$ cat config.mk
export PLATFORM = sky130hd
export DESIGN_NAME = seq_alu
export DESIGN_NICKNAME = d
export VERILOG_FILES = /design/src/rtl/seq_alu_pkg.sv /design/src/rtl/seq_alu_iter.sv /design/src/rtl/seq_alu.sv
export SDC_FILE = /design/constraint.sdc
export NUM_CORES = 1
export LEC_CHECK = 0
export ABC_AREA = 0
export CAP_MARGIN = 20
export CORE_MARGIN = 8
export CORE_UTILIZATION = 45
export CTS_CLUSTER_DIAMETER = 50
export DETAILED_ROUTE_END_ITERATION = 10
export PLACE_DENSITY = 0.62
export RECOVER_POWER = 25
export SLEW_MARGIN = 15
export SYNTH_ARGS = -nofsm -noshare
export SYNTH_HDL_FRONTEND = slang
export SYNTH_SLANG_ARGS = --single-unit
$ cat constraint.sdc
create_clock -name clk -period 5.75 [get_ports clk]
set_input_delay 0.575 -clock clk [delete_from_list [all_inputs] [get_ports clk]]
set_output_delay 0.575 -clock clk [all_outputs]
set_load 0.05 [all_outputs]
$ cat src/rtl/seq_alu_pkg.sv
// Shared definitions for seq_alu: opcode map, FSM states, flag bit positions.
// Opcode 14 (DIV) is only active when SEQ_ALU_DIV_EN is defined.
package seq_alu_pkg;

  localparam int OP_OR   = 0;
  localparam int OP_AND  = 1;
  localparam int OP_XOR  = 2;
  localparam int OP_ADD  = 3;
  localparam int OP_SUB  = 4;
  localparam int OP_SHL  = 5;
  localparam int OP_SHR  = 6;
  localparam int OP_INC  = 7;
  localparam int OP_DEC  = 8;
  localparam int OP_ZERO = 9;
  localparam int OP_NOT  = 10;
  localparam int OP_PASS = 11;
  localparam int OP_NEG  = 12;
  localparam int OP_MUL  = 13;
  localparam int OP_DIV  = 14;

  localparam int FLAG_V = 0;
  localparam int FLAG_P = 1;
  localparam int FLAG_Z = 2;
  localparam int FLAG_N = 3;
  localparam int FLAG_C = 4;

  typedef enum logic [1:0] {
    ST_IDLE = 2'd0,
    ST_BUSY = 2'd1,
    ST_DONE = 2'd2
  } state_e;

endpackage

$ cat src/rtl/seq_alu_iter.sv
// WIDTH-step iterator: shift-add multiply, plus restoring divide when SEQ_ALU_DIV_EN
// is defined. hi/lo_next expose the post-step values so the caller can latch them on done.
module seq_alu_iter #(
  parameter int WIDTH = 32
) (
  input  logic             clk,
  input  logic             rst,
  input  logic             start,
`ifdef SEQ_ALU_DIV_EN
  input  logic             div_mode,
`endif
  input  logic [WIDTH-1:0] opnd,
  input  logic [WIDTH-1:0] lo_init,
  output logic             done,
  output logic [WIDTH-1:0] hi_next,
  output logic [WIDTH-1:0] lo_next
);

  localparam int CW = $clog2(WIDTH);

  logic             busy_q, busy_d;
  logic [CW-1:0]    cnt_q, cnt_d;
  logic [WIDTH-1:0] hi_q, hi_d, lo_q, lo_d, opnd_q, opnd_d;
  logic [WIDTH-1:0] hi_step, lo_step, addend;
  logic [WIDTH:0]   sum;
`ifdef SEQ_ALU_DIV_EN
  logic             div_q, div_d;
  logic [WIDTH:0]   shifted, trial;
`endif

  // {hi,lo} is the product register for MUL and {remainder,quotient} for DIV.
  always_comb begin
    addend  = lo_q[0] ? opnd_q : '0;
    sum     = {1'b0, hi_q} + {1'b0, addend};
    hi_step = sum[WIDTH:1];
    lo_step = {sum[0], lo_q[WIDTH-1:1]};
`ifdef SEQ_ALU_DIV_EN
    shifted = {hi_q, lo_q[WIDTH-1]};
    trial   = shifted - {1'b0, opnd_q};
    if (div_q) begin
      if (!trial[WIDTH]) begin
        hi_step = trial[WIDTH-1:0];
        lo_step = {lo_q[WIDTH-2:0], 1'b1};
      end else begin
        hi_step = shifted[WIDTH-1:0];
        lo_step = {lo_q[WIDTH-2:0], 1'b0};
      end
    end
`endif
  end

  assign done    = busy_q && (cnt_q == CW'(WIDTH - 1));
  assign hi_next = hi_step;
  assign lo_next = lo_step;

  // NOTE: every comb output is given a default first so no latch is inferred.
  always_comb begin
    busy_d = busy_q;
    cnt_d  = cnt_q;
    hi_d   = hi_q;
    lo_d   = lo_q;
    opnd_d = opnd_q;
`ifdef SEQ_ALU_DIV_EN
    div_d  = div_q;
`endif
    if (start) begin
      busy_d = 1'b1;
      cnt_d  = '0;
      hi_d   = '0;
      lo_d   = lo_init;
      opnd_d = opnd;
`ifdef SEQ_ALU_DIV_EN
      div_d  = div_mode;
`endif
    end else if (busy_q) begin
      hi_d  = hi_step;
      lo_d  = lo_step;
      cnt_d = done ? '0 : cnt_q + 1'b1;
      if (done) busy_d = 1'b0;
    end
  end

  // NOTE: sequential state uses non-blocking assignments; every flop resets asynchronously.
  always_ff @(posedge clk or posedge rst) begin
    if (rst) begin
      busy_q <= 1'b0;
      cnt_q  <= '0;
      hi_q   <= '0;
      lo_q   <= '0;
      opnd_q <= '0;
`ifdef SEQ_ALU_DIV_EN
      div_q  <= 1'b0;
`endif
    end else begin
      busy_q <= busy_d;
      cnt_q  <= cnt_d;
      hi_q   <= hi_d;
      lo_q   <= lo_d;
      opnd_q <= opnd_d;
`ifdef SEQ_ALU_DIV_EN
      div_q  <= div_d;
`endif
    end
  end

endmodule

$ cat src/rtl/seq_alu.sv
// Sequential ALU: IDLE/BUSY/DONE handshake FSM, single-cycle datapath and flag logic.
// Define SEQ_ALU_DIV_EN to enable opcode 14 (unsigned divide) in the iterator.
module seq_alu
  import seq_alu_pkg::*;
#(
  parameter int WIDTH = 32,
  parameter int OPW   = 7
) (
  input  logic             clk,
  input  logic             rst,
  input  logic             in_valid,
  output logic             in_ready,
  input  logic [WIDTH-1:0] a,
  input  logic [WIDTH-1:0] b,
  input  logic [OPW-1:0]   opcode,
  output logic             out_valid,
  input  logic             out_ready,
  output logic [WIDTH-1:0] result,
  output logic [4:0]       flags
);

  state_e           state_q, state_d;
  logic [WIDTH-1:0] result_q, result_d;
  logic [4:0]       flags_q, flags_d;
  logic             accept, op_is_mul, op_is_div, is_iter;
  logic [WIDTH-1:0] sc_res, it_opnd, it_lo_init, it_hi, it_lo, it_res;
  logic             sc_c, sc_v, it_c, it_v, it_done;
  logic [WIDTH:0]   add_full, sub_full, dec_full;
  logic [WIDTH-1:0] inc_res, neg_res;
`ifdef SEQ_ALU_DIV_EN
  logic             div_q, div_d, dz_q, dz_d;
`endif

  function automatic logic [4:0] pack_flags(input logic [WIDTH-1:0] r, input logic c, input logic v);
    pack_flags         = '0;
    pack_flags[FLAG_C] = c;
    pack_flags[FLAG_N] = r[WIDTH-1];
    pack_flags[FLAG_Z] = (r == '0);
    pack_flags[FLAG_P] = ~^r;
    pack_flags[FLAG_V] = v;
  endfunction

  assign accept    = in_valid && in_ready;
  assign op_is_mul = (opcode == OPW'(OP_MUL));
`ifdef SEQ_ALU_DIV_EN
  assign op_is_div = (opcode == OPW'(OP_DIV));
`else
  assign op_is_div = 1'b0;
`endif
  assign is_iter   = op_is_mul || op_is_div;

  assign add_full = {1'b0, a} + {1'b0, b};
  assign sub_full = {1'b0, a} + {1'b0, ~b} + 1'b1;
  assign dec_full = {1'b0, a} + {1'b0, ~WIDTH'(1)} + 1'b1;
  assign inc_res  = a + 1'b1;
  assign neg_res  = ~a + 1'b1;

  always_comb begin
    sc_res = '0;
    sc_c   = 1'b0;
    sc_v   = 1'b0;
    case (opcode)
      OPW'(OP_OR):   sc_res = a | b;
      OPW'(OP_AND):  sc_res = a & b;
      OPW'(OP_XOR):  sc_res = a ^ b;
      OPW'(OP_ADD): begin
        sc_res = add_full[WIDTH-1:0];
        sc_c   = add_full[WIDTH];
        sc_v   = (a[WIDTH-1] == b[WIDTH-1]) && (sc_res[WIDTH-1] != a[WIDTH-1]);
      end
      OPW'(OP_SUB): begin
        sc_res = sub_full[WIDTH-1:0];
        sc_c   = sub_full[WIDTH];
        sc_v   = (a[WIDTH-1] != b[WIDTH-1]) && (sc_res[WIDTH-1] != a[WIDTH-1]);
      end
      OPW'(OP_SHL): begin
        sc_res = {a[WIDTH-2:0], 1'b0};
        sc_c   = a[WIDTH-1];
      end
      OPW'(OP_SHR):  sc_res = {1'b0, a[WIDTH-1:1]};
      OPW'(OP_INC): begin
        sc_res = inc_res;
        sc_v   = !a[WIDTH-1] && inc_res[WIDTH-1];
      end
      OPW'(OP_DEC): begin
        sc_res = dec_full[WIDTH-1:0];
        sc_c   = dec_full[WIDTH];
        sc_v   = a[WIDTH-1] && !dec_full[WIDTH-1];
      end
      OPW'(OP_NOT):  sc_res = ~a;
      OPW'(OP_PASS): sc_res = a;
      OPW'(OP_NEG): begin
        sc_res = neg_res;
        sc_v   = a[WIDTH-1] && neg_res[WIDTH-1];
      end
      default:       sc_res = '0;
    endcase
  end

  // MUL takes the multiplicand as opnd; DIV takes the divisor as opnd and the dividend in lo.
  always_comb begin
    it_opnd    = a;
    it_lo_init = b;
    if (op_is_div) begin
      it_opnd    = b;
      it_lo_init = a;
    end
  end

  seq_alu_iter #(.WIDTH(WIDTH)) u_iter (
    .clk      (clk),
    .rst      (rst),
    .start    (accept && is_iter),
`ifdef SEQ_ALU_DIV_EN
    .div_mode (op_is_div),
`endif
    .opnd     (it_opnd),
    .lo_init  (it_lo_init),
    .done     (it_done),
    .hi_next  (it_hi),
    .lo_next  (it_lo)
  );

  always_comb begin
    it_res = it_lo;
    it_c   = |it_hi;
    it_v   = 1'b0;
`ifdef SEQ_ALU_DIV_EN
    if (div_q && dz_q) begin
      it_res = '1;
      it_v   = 1'b1;
    end
`endif
  end

  always_comb begin
    result_d = result_q;
    flags_d  = flags_q;
`ifdef SEQ_ALU_DIV_EN
    div_d    = div_q;
    dz_d     = dz_q;
    if (accept) begin
      div_d = op_is_div;
      dz_d  = (b == '0);
    end
`endif
    if (accept && !is_iter) begin
      result_d = sc_res;
      flags_d  = pack_flags(sc_res, sc_c, sc_v);
    end else if (it_done) begin
      result_d = it_res;
      flags_d  = pack_flags(it_res, it_c, it_v);
    end
  end

  always_comb begin
    state_d = state_q;
    case (state_q)
      ST_IDLE: if (accept) state_d = is_iter ? ST_BUSY : ST_DONE;
      ST_BUSY: if (it_done) state_d = ST_DONE;
      ST_DONE: if (out_ready) state_d = ST_IDLE;
      default: state_d = ST_IDLE;
    endcase
  end

  always_ff @(posedge clk or posedge rst) begin
    if (rst) begin
      state_q  <= ST_IDLE;
      result_q <= '0;
      flags_q  <= '0;
`ifdef SEQ_ALU_DIV_EN
      div_q    <= 1'b0;
      dz_q     <= 1'b0;
`endif
    end else begin
      state_q  <= state_d;
      result_q <= result_d;
      flags_q  <= flags_d;
`ifdef SEQ_ALU_DIV_EN
      div_q    <= div_d;
      dz_q     <= dz_d;
`endif
    end
  end

  always_comb begin
    in_ready  = (state_q == ST_IDLE);
    out_valid = (state_q == ST_DONE);
  end

  assign result = result_q;
  assign flags  = flags_q;

endmodule

==> results of run 1 <==
[cell families after synthesis]
group                    share of synthesized area [%]
AND/OR/NAND/NOR                                   21.2
multiplexers                                      4.47
buffers and inverters                             6.64
flip-flops                                        21.3
adder cells (fa/ha/maj)                           13.4
XOR/XNOR                                          5.85
AO/OA/AOI/OAI                                     27.2
[worst max path at each step]
stage | slack (ns) | endpoint | start | depth (start not counted)
detailed placement | 0.05 | flags[1]$_DFFE_PP0P_ | b[0] | 20
global placement | 0.10 | flags[1]$_DFFE_PP0P_ | a[10] | 19
finish | 0.29 | flags[2]$_DFFE_PP0P_ | b[0] | 18
floorplan | 1.12 | flags[1]$_DFFE_PP0P_ | a[8] | 19
CTS | 0.49 | flags[1]$_DFFE_PP0P_ | b[0] | 20
global route | 0.13 | flags[2]$_DFFE_PP0P_ | a[1] | 19
[metrics by stage]
stage | utilization [%] | instances | setup slack, ns
after global placement | 51.5 | 2746 | 0.105
after floorplan | - | 2180 | 1.12
final | 53.1 | 2780 | 0.288
after CTS | 53.1 | 2779 | 0.492
after detailed placement | 51.5 | 2747 | 0.0534
after global routing | 53.1 | 2780 | 0.133
[metal layers]
| layer | up-vias | GRT usage, % |
|---|---|---|
| li1 | 8135 | - |
| met1 | 8627 | 42.6 |
| met2 | 969 | 53.2 |
| met3 | 218 | 5.22 |
| met4 | 2 | 18.5 |
| met5 | - | 0 |
[report_power, final]
part           internal, mW  leakage, nW  total [mW]  switching, mW
sequential             1.24         1.58        1.46          0.216
combinational          1.26         6.69        3.13           1.87
clock                 0.642        0.267        1.15          0.503
total                  3.15         8.54        5.74           2.59
[flip-flops by register name (all words and copies together), names as in the netlist]
signal	cells
flags	5
result	31
state_q	2
u_iter.busy_q	1
u_iter.cnt_q	5
u_iter.hi_q	32
u_iter.lo_q	32
u_iter.opnd_q	32
[critical path, delay by kind of cell]
kind,cells,cell delay (ns)
adder cells (fa/ha/maj),3,0.89
AO/OA/AOI/OAI,7,2.45
AND/OR/NAND/NOR,5,1.12
multiplexers,1,0.15
buffers and inverters,2,0.62
[final cells by class]
| type | instances | area [µm²] | share of cell area (%) |
|---|---|---|---|
| sequential | 140 | 3510 | 18.2 |
| clock inverter | 12 | 139 | 0.720 |
| clock buffer | 20 | 437 | 2.26 |
| multi-input combinational | 1753 | 11900 | 61.8 |
| timing repair buffer | 249 | 2190 | 11.4 |
| inverter | 138 | 519 | 2.69 |
| tap | 468 | 586 | 3.03 |
[synth_stat cells (19+ instances only)]
library cell / instances / share of area, %
a221oi_1: 21 / 1.1
dfrtp_1: 140 / 21
clkbuf_1: 138 / 3.1
o211ai_1: 29 / 1.3
nand4_1: 26 / 0.99
a211oi_1: 23 / 1.0
inv_1: 138 / 3.1
a21o_1: 27 / 1.2
ha_1: 171 / 13
mux2i_1: 68 / 4.1
nand3_1: 55 / 1.7
nor2_1: 193 / 4.4
nor4_1: 23 / 0.87
a31oi_1: 25 / 0.95
o21ai_0: 161 / 4.9
nand2b_1: 20 / 0.76
nand2_1: 219 / 5.0
xnor2_1: 95 / 5.1
and3_1: 19 / 0.72
a21oi_1: 175 / 5.3
o211a_1: 32 / 1.9
and2_1: 39 / 1.5
nor3_1: 52 / 1.6
[cell usage in the layout (no fill, tap or decap), types with 13 or more instances in the layout]
cell type,Yosys,routed
o211a_1,32,32
mux2i_1,68,68
o21ai_0,161,161
inv_1,138,137
xnor2_1,95,95
a221o_1,13,13
o211ai_1,29,29
dfrtp_1,140,139
xor2_1,15,15
nand3_1,55,53
ha_1,171,171
nor4_1,23,23
a31oi_1,25,25
o21bai_1,18,18
a222oi_1,17,17
buf_4,2,130
nand2_1,219,218
nand2b_1,20,20
nor3_1,52,50
o22ai_1,15,15
nor2b_1,16,16
clkbuf_16,0,17
a221oi_1,21,21
nand4_1,26,26
nor2_1,193,187
and2_1,39,39
a21oi_1,175,175
a211oi_1,23,23
and3_1,19,18
a21o_1,27,27
clkdlybuf4s50_1,0,112
==> metrics.txt, run 1 <==
post-route setup TNS 0 ns; Buffers on Ports 113; Die X 207 µm; CP Class in -> reg; Reg-to-Reg End flags[4]$_DFFE_PP0P_; CTS max path bufs 2; Worst-Margin Slew 2.61 ns; die span in y 207 µm; Clock transition at path regs 0.06 ns; NumNets Final 2548; GRT Util Overall 33.3%; synthesized cell area 16500 µm²; Startpoint Class input pin; count of cell types in the netlist 83; filler instances 3507; Cell Pwr Density 297 nW/µm²; status finished with violations; largest net degree at the start of global routing 102; PnR Total Power 5.74 mW; most common flop cell mapped by yosys dfrtp_1; RSZ-0062 raised after global routing no; DP Area 18700 µm²; Worst R2R Start u_iter.opnd_q[0]$_DFFE_PP0P_; CTS Buf Count 17; CP max stage delay 0.57 ns; via count 18000; std cell rows 70; hpwl dp 57.6 mm; DRC Markers 0; worst hold slack 0.472 ns; Iter 0 DRT Violations 2213; hold path depth 2; Final Hold Viols 0; post-route ant nets 0; Setup-failing EPs final 0; clk_skew 0.0147 ns; met1 WL 30.5 mm; vias in the first global route 17100; Worst-Skew Late Latency 0.45 ns; Die ar. 43000 µm²; Final min period 5.46 ns; syn_area_per_cell 7.56 µm²; required time worst endpoint 6.12 ns; gr ovfl total 0; Final period util 95.0%; Ys Warns 0; layout cells sized above 1 8.69%; Post-CTS Resized 0; failing checks capacitance limit, slew limit; Ant. Diodes 0; hold-fix buffers at CTS 0; worst reg2reg path depth 13; post-synth net total 2429; vias per inst 6.46; Syn-to-layout area delta 17.2%; Crit path top cell by count a21oi_1; clk sinks 140; clock root cell clkbuf_16; Initial Util 45.3%; CP max-delay cell nor4_1; f_max 183 MHz; crit path DAT 5.84 ns; Setup Buffers After CTS 0; Max-Cap Viols 2; crit end category flip-flop; hold endpoint u_iter.opnd_q[31]$_DFFE_PP0P_; CTS tree done; drt first pass iters 8; reg2reg setup slack 1.38 ns; initial antenna violation count 3; first-pass GRT wire length 111 mm; met3 wire length 5.94 mm; ys async rst share 100%; Yosys reg bits 140; Post-synth EDFFs 0; Detail Route met2 WL 33.2 mm; fin. max-slew vios 94; sequential area share after synthesis 21.3%; CP max FO 4; hold crit path type reg -> reg; average wire per standard cell 26.8 µm; crit path cell chain clkdlybuf4s50_1 -> ha_1 -> inv_1 -> fa_1 -> nor2b_1 -> o2111ai_1 -> a21oi_1 -> o31ai_1 -> a21oi_1 -> nor4b_1 -> o21ai_0 -> mux2i_1 -> a221oi_1 -> ha_1 -> nand4_1 -> nor4_1 -> nor2_1 -> a21oi_1; min-delay src u_iter.opnd_q[31]$_DFFE_PP0P_; relative slew slack -74.8%; Mapped Cells 2180; H-tree levels 4; final WL 74.5 mm; core area 36300 µm²; Design Area, Final 19300 µm²; Lkg Pwr 8.54 nW; RePlAce Congestion 1.02; num ports 114; highest routing layer actually used met5; maximum vdd drop 234 µV
(Power assumes the default switching activity.)
==> run 2: changes to the inputs <==
Settings changed: CORE_MARGIN 8 to unset, SLEW_MARGIN 15 to 20.
==> run 2 against run 1 <==
  * Largest cell class unchanged
  * Worst setup slack gained 0.15 ns
  * Worst hold slack lost 0.0013 ns
  * Flip-flop and latch count is the same
  * Sequential share of layout area shrank 0.14 points
  * The flow finishes with violations (DRC, capacitance limit, slew limit)
  * Largest power group unchanged
  * Core utilization grew 1.2 points
==> metrics.txt, run 2 (synthesis gave the netlist of run 1 again) <==
crit path cell chain clkdlybuf4s50_1 -> buf_4 -> ha_1 -> inv_1 -> fa_1 -> nor2b_1 -> o2111ai_1 -> a211oi_1 -> buf_4 -> o2111ai_1 -> nand3_1 -> nand2_1 -> buf_4 -> o31ai_1 -> a221oi_1 -> buf_4 -> ha_1 -> xnor2_1 -> xnor2_1 -> xnor2_1 -> xnor2_1 -> nand2_1 -> o21ai_0; via count 18000; fin. max-slew vios 92; CTS max path bufs 2; clk_skew 0.0125 ns; hpwl dp 57.1 mm; Startpoint Class input pin; crit path DAT 5.67 ns; Final WS setup 0.438 ns; final WL 73.2 mm; required time worst endpoint 6.11 ns; H-tree levels 4; Post-Place Setup Slack 0.211 ns; drt first pass iters 11; Setup-failing EPs final 0; worst reg2reg path depth 14; Final period util 92.4%; layout cells sized above 1 9.64%; CP max stage delay 0.49 ns; post-route ant nets 0; reg2reg setup slack 0.98 ns; GRT Util Overall 39.2%; Die X 193 µm; hold-fix buffers at CTS 0; post-route setup TNS 0 ns; commonest non-fill, non-tap cells in the layout 218 x nand2_1, 187 x nor2_1, 175 x a21oi_1; Worst-Margin Slew 3.66 ns; num ports 114; Reg-to-Reg End flags[4]$_DFFE_PP0P_; Worst R2R Start u_iter.lo_q[0]$_DFFE_PP0P_; clk sinks 140; net switching power 2.63 mW; clock power share 19.4%; Setup Buffers After CTS 0; Buffers on Ports 113; CTS tree done; DRC Markers 4; Crit. Startpoint a[0]; first-pass GRT wire length 111 mm; Cell Pwr Density 298 nW/µm²; relative slew slack -144%; largest net degree at the start of global routing 92; Regs by FF count u_iter.hi_q (32), u_iter.lo_q (32), u_iter.opnd_q (32); Die ar. 37400 µm²; Worst-Skew Late Latency 0.45 ns; switching share of total power 45.3%; gr ovfl total 0; Iter 0 DRT Violations 2095; combinational power share 55.4%; Max-Cap Viols 1; Post-CTS Resized 0; average wire per standard cell 26.2 µm; CP max FO 9; core area 35800 µm²; vias per inst 6.42; Final Hold Viols 0; NumNets Final 2573; Final min period 5.31 ns; RSZ-0062 raised after global routing no; crit path to flags[1]$_DFFE_PP0P_; vias in the first global route 17500; failing checks DRC, capacitance limit, slew limit; cell internal pwr 3.17 mW; die span in y 193 µm; CP max-delay cell clkdlybuf4s50_1; crit end category flip-flop; commonest non-fill, non-tap cell in the layout nand2_1; PnR Total Power 5.79 mW; Initial Util 46.0%; Lkg Pwr 8.68 nW; clock root cell clkbuf_16; hold crit path type reg -> reg; Reg power frac 25.2%; std cell rows 69; status finished with violations; maximum vdd drop 271 µV; f_max 188 MHz; initial antenna violation count 1; CTS Buf Count 17; Syn-to-layout area delta 18.1%; Clock transition at path regs 0.06 ns; CP Class in -> reg; RePlAce Congestion 1.00
[run 2: cell types whose count changed in the layout (fill, tap and decap cells not counted), sizes merged]
cell and change:
buf +26, clkinvlp -3, diode +1
[run 2: power by group through the flow]
stage | clock, mW | combinational (mW) | sequential [mW]
finish | 1.12 | 3.21 | 1.46
global route | 1.17 | 3.45 | 1.49
CTS | 1.14 | 3.16 | 1.46
detailed placement | 0 | 3.14 | 1.47
global placement | 0 | 3.12 | 1.46
floorplan | 0 | 1.99 | 1.58
[run 2: per-layer routing]
metal	GRT usage, %	wire length (µm)	up-vias
li1	-	-	8185
met1	50.8	29700	8617
met2	62.6	32900	972
met3	5.49	5820	196
met4	22.8	4720	0
met5	0	0	-
[run 2: metrics by stage]
stage	area, µm²	util (%)	instances	hold slack (ns)
after CTS	19500	54.3	2796	0.477
final	19500	54.3	2797	0.471
after global routing	19500	54.3	2796	0.508
after detailed placement	18900	52.7	2766	0.463
after floorplan	16500	-	2180	0.442
after global placement	18900	52.7	2766	0.453
[run 2: worst min path at each step]
| stage | from | to | slack [ns] | cells after the start |
|---|---|---|---|---|
| floorplan | u_iter.opnd_q[15]$_DFFE_PP0P_ | u_iter.opnd_q[15]$_DFFE_PP0P_ | 0.44 | 2 |
| global placement | u_iter.opnd_q[26]$_DFFE_PP0P_ | u_iter.opnd_q[26]$_DFFE_PP0P_ | 0.45 | 2 |
| detailed placement | u_iter.opnd_q[1]$_DFFE_PP0P_ | u_iter.opnd_q[1]$_DFFE_PP0P_ | 0.46 | 2 |
| CTS | u_iter.opnd_q[1]$_DFFE_PP0P_ | u_iter.opnd_q[1]$_DFFE_PP0P_ | 0.48 | 2 |
| global route | u_iter.opnd_q[28]$_DFFE_PP0P_ | u_iter.opnd_q[28]$_DFFE_PP0P_ | 0.51 | 2 |
| finish | u_iter.opnd_q[26]$_DFFE_PP0P_ | u_iter.opnd_q[26]$_DFFE_PP0P_ | 0.47 | 2 |
[run 2: area by class of cell]
cell class / instances / area (µm²)
clock buffer: 21 / 450
fill: 3509 / 16400
sequential: 140 / 3510
timing repair buffer: 274 / 2360
tap: 461 / 577
multi-input combinational: 1753 / 11900
inverter: 138 / 518
antenna: 1 / 2.50
clock inverter: 9 / 115
[run 2: worst max-delay path, delay by kind of cell]
kind            cells  cell delay [ns]
compound gates      6             1.53
buf+inv             6             1.32
fa+ha+maj           3             0.97
simple gates        4             0.64
xor+xnor            4             0.63
